### src/rtl/state_fill_ctrl_if.sv
// rtl/state_fill_ctrl_if.sv - channel state RAM read port between fill sequencer and RAM arbiter
interface state_fill_ctrl_if #(
  parameter int CH_WIDTH = 5
);
  logic                  ram_req;
  logic                  ram_gnt;
  logic [CH_WIDTH+4:0]   ram_addr;
  logic [31:0]           ram_rdata;

  modport master (
    output ram_req,
    output ram_addr,
    input  ram_gnt,
    input  ram_rdata
  );

  modport slave (
    input  ram_req,
    input  ram_addr,
    output ram_gnt,
    output ram_rdata
  );
endinterface

### src/rtl/state_fill_ctrl.sv
// rtl/state_fill_ctrl.sv - channel state fill sequencer; optional stall timeout under STATE_FILL_TIMEOUT_EN
module state_fill_ctrl #(
  parameter int CH_WIDTH    = 5,
  parameter int NUM_WORDS   = 16,
  parameter int RAM_LATENCY = 1
) (
  input  logic                clk,
  input  logic                rst,
  input  logic                fill_start,
  input  logic [CH_WIDTH-1:0] channel_index,
  input  logic                fill_abort,
  state_fill_ctrl_if.master   bus,
  output logic                fill_busy,
  output logic                fill_enable,
  output logic                state_rd,
  output logic [4:0]          state_addr,
  output logic [31:0]         state_d4rd,
  output logic                fill_done
`ifdef STATE_FILL_TIMEOUT_EN
  ,
  output logic                fill_error
`endif
);

  typedef enum logic [1:0] {
    IDLE  = 2'd0,
    READ  = 2'd1,
    DRAIN = 2'd2,
    DONE  = 2'd3
  } state_t;

  localparam logic [4:0] LAST_OFF = 5'(NUM_WORDS - 1);

  state_t                state;
  logic [CH_WIDTH-1:0]   channel;
  logic [4:0]            offset;
  logic [RAM_LATENCY-1:0] pipe_v;
  logic [4:0]            pipe_off [RAM_LATENCY];
  logic                  grant;
  logic                  upstream_busy;
  logic                  kill;

  assign grant = (state == READ) && bus.ram_req && bus.ram_gnt;

  // The last pipeline stage is the state_rd strobe itself, so a read granted in
  // cycle T strobes in T+RAM_LATENCY; only the earlier stages hold back DRAIN.
  assign state_rd   = pipe_v[RAM_LATENCY-1];
  assign state_addr = pipe_off[RAM_LATENCY-1];

  always_comb begin
    upstream_busy = 1'b0;
    for (int i = 0; i < RAM_LATENCY - 1; i++) begin
      upstream_busy = upstream_busy | pipe_v[i];
    end
  end

`ifdef STATE_FILL_TIMEOUT_EN
  logic [7:0] stall_cnt;
  logic       timeout;

  assign timeout = (state == READ) && bus.ram_req && !bus.ram_gnt && (stall_cnt == 8'd254);
  assign kill    = ((state != IDLE) && fill_abort) || timeout;

  always_ff @(posedge clk) begin
    if (rst) begin
      stall_cnt  <= 8'd0;
      fill_error <= 1'b0;
    end else begin
      fill_error <= timeout;
      if (state != READ || bus.ram_gnt || timeout) begin
        stall_cnt <= 8'd0;
      end else if (bus.ram_req) begin
        stall_cnt <= stall_cnt + 8'd1;
      end
    end
  end
`else
  assign kill = (state != IDLE) && fill_abort;
`endif

  always_ff @(posedge clk) begin
    if (rst) begin
      state        <= IDLE;
      channel      <= '0;
      offset       <= 5'd0;
      pipe_v       <= '0;
      for (int i = 0; i < RAM_LATENCY; i++) begin
        pipe_off[i] <= 5'd0;
      end
      bus.ram_req  <= 1'b0;
      bus.ram_addr <= '0;
      fill_busy    <= 1'b0;
      fill_enable  <= 1'b0;
      fill_done    <= 1'b0;
      state_d4rd   <= 32'd0;
    end else begin
      pipe_v[0]   <= grant;
      pipe_off[0] <= offset;
      for (int i = 1; i < RAM_LATENCY; i++) begin
        pipe_v[i]   <= pipe_v[i-1];
        pipe_off[i] <= pipe_off[i-1];
      end
      // Data of a strobed word is kept even when the fill is aborted that cycle.
      if (state_rd) begin
        state_d4rd <= bus.ram_rdata;
      end
      fill_done <= 1'b0;

      if (kill) begin
        state       <= IDLE;
        pipe_v      <= '0;
        offset      <= 5'd0;
        bus.ram_req <= 1'b0;
        fill_busy   <= 1'b0;
        fill_enable <= 1'b0;
      end else begin
        case (state)
          IDLE: begin
            if (fill_start) begin
              channel      <= channel_index;
              offset       <= 5'd0;
              bus.ram_addr <= {channel_index, 5'd0};
              bus.ram_req  <= 1'b1;
              fill_busy    <= 1'b1;
              fill_enable  <= 1'b1;
              state        <= READ;
            end
          end
          READ: begin
            if (grant) begin
              if (offset == LAST_OFF) begin
                bus.ram_req <= 1'b0;
                state       <= DRAIN;
              end else begin
                offset       <= offset + 5'd1;
                bus.ram_addr <= {channel, offset + 5'd1};
              end
            end
          end
          DRAIN: begin
            if (!upstream_busy) begin
              fill_done <= 1'b1;
              state     <= DONE;
            end
          end
          DONE: begin
            fill_busy   <= 1'b0;
            fill_enable <= 1'b0;
            state       <= IDLE;
          end
          default: state <= IDLE;
        endcase
      end
    end
  end

endmodule
### src/flat_wrapper.sv
// flat-port wrapper written by rule: the top's interface ports become plain ports
module state_fill_ctrl_flat 
#(
  parameter int CH_WIDTH    = 5,
  parameter int NUM_WORDS   = 16,
  parameter int RAM_LATENCY = 1
)
  (clk, rst, fill_start, channel_index, fill_abort, fill_busy, fill_enable, state_rd, state_addr, state_d4rd, fill_done, bus_ram_req, bus_ram_addr, bus_ram_gnt, bus_ram_rdata);
  state_fill_ctrl_if #(.CH_WIDTH(CH_WIDTH)) bus_i ();
  input  logic clk;
  input  logic rst;
  input  logic fill_start;
  input  logic [CH_WIDTH-1:0] channel_index;
  input  logic fill_abort;
  output logic fill_busy;
  output logic fill_enable;
  output logic state_rd;
  output logic [4:0] state_addr;
  output logic [31:0] state_d4rd;
  output logic fill_done;
  output wire logic [$bits(bus_i.ram_req)-1:0] bus_ram_req;
  output wire logic [$bits(bus_i.ram_addr)-1:0] bus_ram_addr;
  input wire logic [$bits(bus_i.ram_gnt)-1:0] bus_ram_gnt;
  input wire logic [$bits(bus_i.ram_rdata)-1:0] bus_ram_rdata;
  assign bus_ram_req = bus_i.ram_req;
  assign bus_ram_addr = bus_i.ram_addr;
  assign bus_i.ram_gnt = bus_ram_gnt;
  assign bus_i.ram_rdata = bus_ram_rdata;
  state_fill_ctrl #(.CH_WIDTH(CH_WIDTH), .NUM_WORDS(NUM_WORDS), .RAM_LATENCY(RAM_LATENCY)) u_core (.clk(clk), .rst(rst), .fill_start(fill_start), .channel_index(channel_index), .fill_abort(fill_abort), .bus(bus_i), .fill_busy(fill_busy), .fill_enable(fill_enable), .state_rd(state_rd), .state_addr(state_addr), .state_d4rd(state_d4rd), .fill_done(fill_done));
endmodule
### config.mk
export PLATFORM = sky130hd
export DESIGN_NAME = state_fill_ctrl_flat
export DESIGN_NICKNAME = d
export VERILOG_FILES = /design/src/rtl/state_fill_ctrl_if.sv /design/src/rtl/state_fill_ctrl.sv /design/src/flat_wrapper.sv
export SDC_FILE = /design/constraint.sdc
export NUM_CORES = 1
export LEC_CHECK = 0
export CAP_MARGIN = 0
export CORE_MARGIN = 1
export CORE_UTILIZATION = 41
export CTS_BUF_LIST = sky130_fd_sc_hd__clkbuf_4
export DETAILED_ROUTE_END_ITERATION = 6
export GPL_ROUTABILITY_DRIVEN = 0
export PLACE_DENSITY = 0.82
export RECOVER_POWER = 100
export SLEW_MARGIN = 10
export SYNTH_ARGS = -nofsm -noshare
export SYNTH_HDL_FRONTEND = slang
export SYNTH_SLANG_ARGS = --single-unit
### constraint.sdc
create_clock -name clk -period 2.1 [get_ports clk]
set_input_delay 0.42 -clock clk [delete_from_list [all_inputs] [get_ports clk]]
set_output_delay 0.42 -clock clk [all_outputs]
set_load 0.02 [all_outputs]
# Word-level counts from Yosys, hierarchy flattened
# Memory sizes are Yosys's and may differ from the RTL's.
# Index checks and enable logic that the tools add are counted.
[word_totals]
n_memories = 1
elab_cells = 58
input_bits = 42
ram_bits = 5
output_inout_bits = 52
ff_bits = 58
[mem_list]
columns = ["memory", "words", "width", "rd", "rd_clocked_by_memory_dff", "write_ports", "line_no", "text"]
rows = [
  ["u_core.pipe_off", 1, 5, 1, 0, 1, "state_fill_ctrl.sv:38", "logic [4:0] pipe_off [RAM_LATENCY];"],
]
[op_classes]
n_reduce_logical = 15
add_sub_neg = 1
bitwise = 1
eq_ne = 8
mux = 23
[ops]
columns = ["op", "count"]
rows = [
  ["two-way mux 10 bit", 3],
  ["two-way mux 5 bit", 4],
  ["one-hot mux 10 bit (2 select lines)", 1],
  ["one-hot mux 5 bit (2 select lines)", 1],
  ["two-way mux 1 bit", 8],
  ["one-hot mux 2 bit (4 select lines)", 1],
  ["AND reduction 4 bit", 2],
  ["two-way mux 2 bit", 3],
  ["!= test 2 bit (second input constant)", 3],
  ["AND reduction 3 bit", 2],
  ["nonzero test 2 bit", 3],
  ["adder 5 x 1 -> 5 bit (second input constant)", 1],
  ["== test 5 x 4 -> 1 bit (second input constant)", 1],
  ["AND reduction 5 bit", 1],
  ["OR reduction 5 bit", 1],
  ["== test 2 bit (second input constant)", 2],
  ["one-hot mux 1 bit (2 select lines)", 2],
  ["logical AND 1 bit", 3],
  ["== test 2 x 1 -> 1 bit (second input constant)", 1],
  ["logical NOT 2 bit", 1],
  ["!= test 2 x 1 -> 1 bit (second input constant)", 1],
  ["AND reduction 2 bit", 1],
  ["OR reduction 2 bit", 1],
  ["inverter 1 bit", 1],
]

# Longest topological paths before layout
[logic_depth]
word_depth = 5
ltp_mapped = 8
ltp_nobuf = 7

# Worst setup path before layout
# Ideal clock, no wire load.
[synth_timing]
path_type = "register to register"
from = "register u_core.offset[0]"
to = "register u_core.bus.ram_addr[7]"
setup_time_ns = 0.079
synth_period_minus_slack_ns = 1.961
arrival_ns = 1.882
path_stages_with_launch = 9
required_time_ns = 2.021
n_path_buf = 1
slack_ns = 0.139
cell_sequence = "dfxtp_1 -> ha_1 -> and3_1 -> ha_1 -> nand4b_4 -> a211oi_4 -> buf_6 -> nor2_1 -> a211oi_2"
[synth_via]
elab_chain_cells = 3
[synth_rtl]
columns = ["element", "line_no", "text"]
rows = [
  ["start: declaration", "state_fill_ctrl.sv:36", "logic [4:0] offset;"],
  ["start signal: assignment", "state_fill_ctrl.sv:135", "offset <= offset + 5'd1;"],
  ["== test 5 x 4 -> 1 bit", "state_fill_ctrl.sv:131", "if (offset == LAST_OFF) begin"],
  ["!= test 2 bit (no source line)", "n/a", ""],
  ["AND reduction 5 bit (no source line)", "n/a", ""],
  ["end signal: assignment", "state_fill_ctrl.sv:122", "bus.ram_addr <= {channel_index, 5'd0};"],
  ["end signal: assignment", "state_fill_ctrl.sv:136", "bus.ram_addr <= {channel, offset + 5'd1};"],
  ["end: declaration", "state_fill_ctrl_if.sv:12", "output ram_addr,"],
]
# No other way between the ends.
# A chain may end at the register's enable or synchronous reset.

# Worst setup path in the final report
[layout_timing]
from = "register u_core.offset[0]"
to = "register u_core.bus.ram_addr[4]"
[layout_via]
elab_chain_cells = 4
elab_cells_between_ends = 7
classes_between = "add/sub: 1; eq/ne: 2; mux: 3; reduce/logical: 1"
[layout_rtl]
columns = ["element", "line_no", "text"]
rows = [
  ["adder 5 x 1 -> 5 bit", "state_fill_ctrl.sv:136", ""],
  ["two-way mux 10 bit", "state_fill_ctrl.sv:131", ""],
  ["two-way mux 10 bit", "state_fill_ctrl.sv:130", "if (grant) begin"],
  ["one-hot mux 10 bit (2 select lines)", "state_fill_ctrl.sv:117", "case (state)"],
]
# Several ways; a longest one is shown, not always the timed one. The select of a mux whose other input is x is not followed.

==> summary.md <==
| Metric | Value |
|---|---|
| Outcome | `finished clean` |
| TritonRoute pass-1 iters | `4` |
| Max Cap Viol | `0` |
| Most common cell after layout, fill and taps aside | `dfxtp_1` |
| Area share of the largest cell type after synthesis | `0.509` |
| Hold Path Class | `reg2reg` |
| Ordered cell list for the critical path | `ha_2 > and3_4 > ha_2 > nand4b_4 > a211oi_4 > buf_4 > mux2i_1 > nor2_1` |
| Worst path slowest cell | `dfxtp_4` |
| Layout area overhead | `47.2%` |
| CTS tree | `yes` |
| Endpoint class of the critical path | `register` |
| Relative slew slack | `0.320` |
| Tmin final | `2.02 ns` |
| Routed vias/inst | `4.99` |
| Top delay family on crit path | `simple AND/OR/NAND/NOR gates` |
| Leakage | `1.52 nW` |
| Core area | `0.00568 mm^2` |
| Worst-path clk slew | `0.11 ns` |
| Syn. warnings | `0` |
| Synthesized flop and latch total | `63` |
| Rows | `27` |
| Max-slew violation count | `0` |
| Commonest non-fill, non-tap cells in the layout | `dfxtp_1 (62), nor2_1 (53), dlygate4sd3_1 (51)` |
| CTS root buf | `clkbuf_4` |
| Routed Antenna Nets | `0` |
| Worst path max stage delay | `0.37 ns` |
| Total negative slack | `0 ns` |
| Share of cells above drive strength 1 | `0.102` |
| Starting density of the core | `0.437` |
| Post-Syn Instances | `249` |
| Seq/Total Area, Yosys | `0.509` |
| Die height | `79.8 um` |
| Via count | `2,116` |
| N_diodes | `0` |
| Footprint of the multi-input gates | `around 0.0011 mm^2` |
| Vias in the first global route | `1,956` |
| Syn nets | `297` |
| Clk sinks | `63` |
| Die outline width | `79.8 um` |
| Avg WL per Cell | `between 10 and 15 um` |
| Post-synth top flop | `dfxtp_1` |
| Mean area per synthesized cell | `~10 um^2` |
| Synthesized area | `0.00248 mm^2` |
| Layout fillers | `471` |
| Num CTS Buffers | `9` |
| Synth cell types | `31` |
| Critical path arrival | `2.28 ns` |
| Placed cell count | `a little over 400` |
| Largest cells by area after synthesis | `dfxtp_1 (51%), mux2i_1 (17%), nor2_1 (8.0%)` |
| # setup viols final | `0` |
| Final Hold Viols | `0` |
| Cts hold-fix bufs | `0` |
| DRC viols | `0` |
| Crit path kind | `reg2reg` |
| Largest net degree at the start of global routing | `33` |
| Port buffer count | `93` |
| Register area | `0.00126 mm^2` |
| Antenna violations before repair | `0` |
| Clock Latency Late Sink | `0.39 ns` |
| Die Footprint | `0.00636 mm^2` |
| GR Util All Layers | `0.186` |
| Routed WL | `5.77 mm` |
| Post-Layout Cell Count | `424` |
| Finished Cell Area | `0.00365 mm^2` |
| Post-DP Area | `about 0.0035 mm^2` |
| H-tree Lvls | `3` |
| Cell taking the most area after synthesis | `dfxtp_1` |
| Async SR Flop Fraction | `0` |
| # IOs | `94` |
| Clock buffer depth | `2` |
| Critical Path RT | `about 2.4 ns` |
| CP bufs+invs | `1` |
| Design Power | `0.00351 W` |
| Slew @ Worst Pin | `1.02 ns` |
| Gr ovfl total | `0` |
| Max Clk Rate | `496 MHz` |
| PwrDens | `962 mW/mm^2` |
| CP most frequent cell | `ha_2` |
| Worst Skew | `0.0176 ns` |
| Worst-path maximum fanout | `4` |
| Fin crit share | `0.960` |
| Final HPWL from detailed placement | `about 3.9 mm` |
| Number of synthesized flops with an enable pin | `0` |
| CP startpoint kind | `register` |
| Nets | `between 300 and 400` |
| Global-route wire length before repair | `8.97 mm` |
| Peak VDD IR | `0.000460 V` |
| Starting DRC count in detailed routing | `105` |
[final cells by class]
cell class                 count  share of cell area
inverter                       4             0.00412
tap                           72              0.0247
timing repair buffer         103               0.274
multi-input combinational    166               0.308
clock buffer                  11              0.0226
clock inverter                 5              0.0199
sequential                    63               0.347
[cell families (layout without fill, tap and decap cells)]
logic type	after synthesis	in the layout	share of synthesized area
adder cells (fa/ha/maj)	6	6	0.0303
buffers and inverters	20	123	0.0414
AO/OA/AOI/OAI	26	26	0.0742
AND/OR/NAND/NOR	91	91	0.172
multiplexers	42	42	0.170
XOR/XNOR	1	1	0.00353
flip-flops	63	63	0.509
[synth_stat cells, types with 2 or more instances]
library cell / n
inv_1: 4
o21ai_0: 3
nor2_1: 53
buf_2: 4
nor3_1: 3
clkbuf_1: 8
buf_4: 2
dfxtp_1: 63
nand2b_1: 3
nand3_1: 10
ha_1: 6
buf_6: 2
nor2b_1: 5
mux2i_1: 42
a211oi_2: 2
nand2_1: 10
a211oi_1: 5
a21oi_1: 11
[worst min-delay path, cell delays in order (launching register included)]
cell and delay [ns]:
dfxtp_1 0.32, nand2_1 0.05, a21oi_1 0.05
[state kept, by name (all words and copies together), names as in the netlist]
name	count
u_core.state	2
u_core.offset	5
u_core.pipe_off	5
u_core.fill_done	1
u_core.fill_busy	1
u_core.bus.ram_addr	10
u_core.state_d4rd	32
u_core.channel	5
u_core.state_rd	1
u_core.bus.ram_req	1
[worst paths after layout]
kind,from,endpoint,slack (ns),depth (start not counted)
hold / removal,u_core.channel[2]$_SDFFE_PP0P_,u_core.channel[2]$_SDFFE_PP0P_,0.46,2
setup / recovery,u_core.offset[0]$_SDFFE_PP0P_,u_core.bus.ram_addr[4]$_SDFFE_PP0P_,0.08,8
hold reg to reg,u_core.channel[2]$_SDFFE_PP0P_,u_core.channel[2]$_SDFFE_PP0P_,0.46,2
setup reg to reg,u_core.offset[0]$_SDFFE_PP0P_,u_core.bus.ram_addr[4]$_SDFFE_PP0P_,0.08,8
[stage by stage]
step	setup WS [ns]	util	hold WS [ns]
after floorplan	0.139	-	0.436
after global placement	0.138	0.610	0.442
after detailed placement	-0.00589	0.610	0.447
after CTS	0.00252	0.638	0.461
after global routing	-0.0188	0.643	0.478
final	0.0841	0.643	0.459
[routing by layer]
| metal | vias to the layer above | wire length (um) | global-route usage |
|---|---|---|---|
| li1 | 1040 | - | - |
| met1 | 961 | 2490 | 0.233 |
| met2 | 96 | 2690 | 0.282 |
| met3 | 19 | 421 | 0.0537 |
| met4 | 0 | 167 | 0.113 |
| met5 | - | 0 | 0 |
[timing repair]
action / 4_1_cts / 5_1_grt
endpoints found under the setup margin: 2 / 10
pin swaps: 0 / 1
hold endpoints to repair: 0 / 0
buffers inserted: 0 / 2
gates cloned: 0 / 1
gates resized for setup: 1 / 5
[report_power, final]
part           switching [W]  internal, W
Sequential         0.0000787      0.00131
Clock               0.000407     0.000502
Combinational       0.000679     0.000536
No activity file was read; power rests on OpenSTA's default activity.
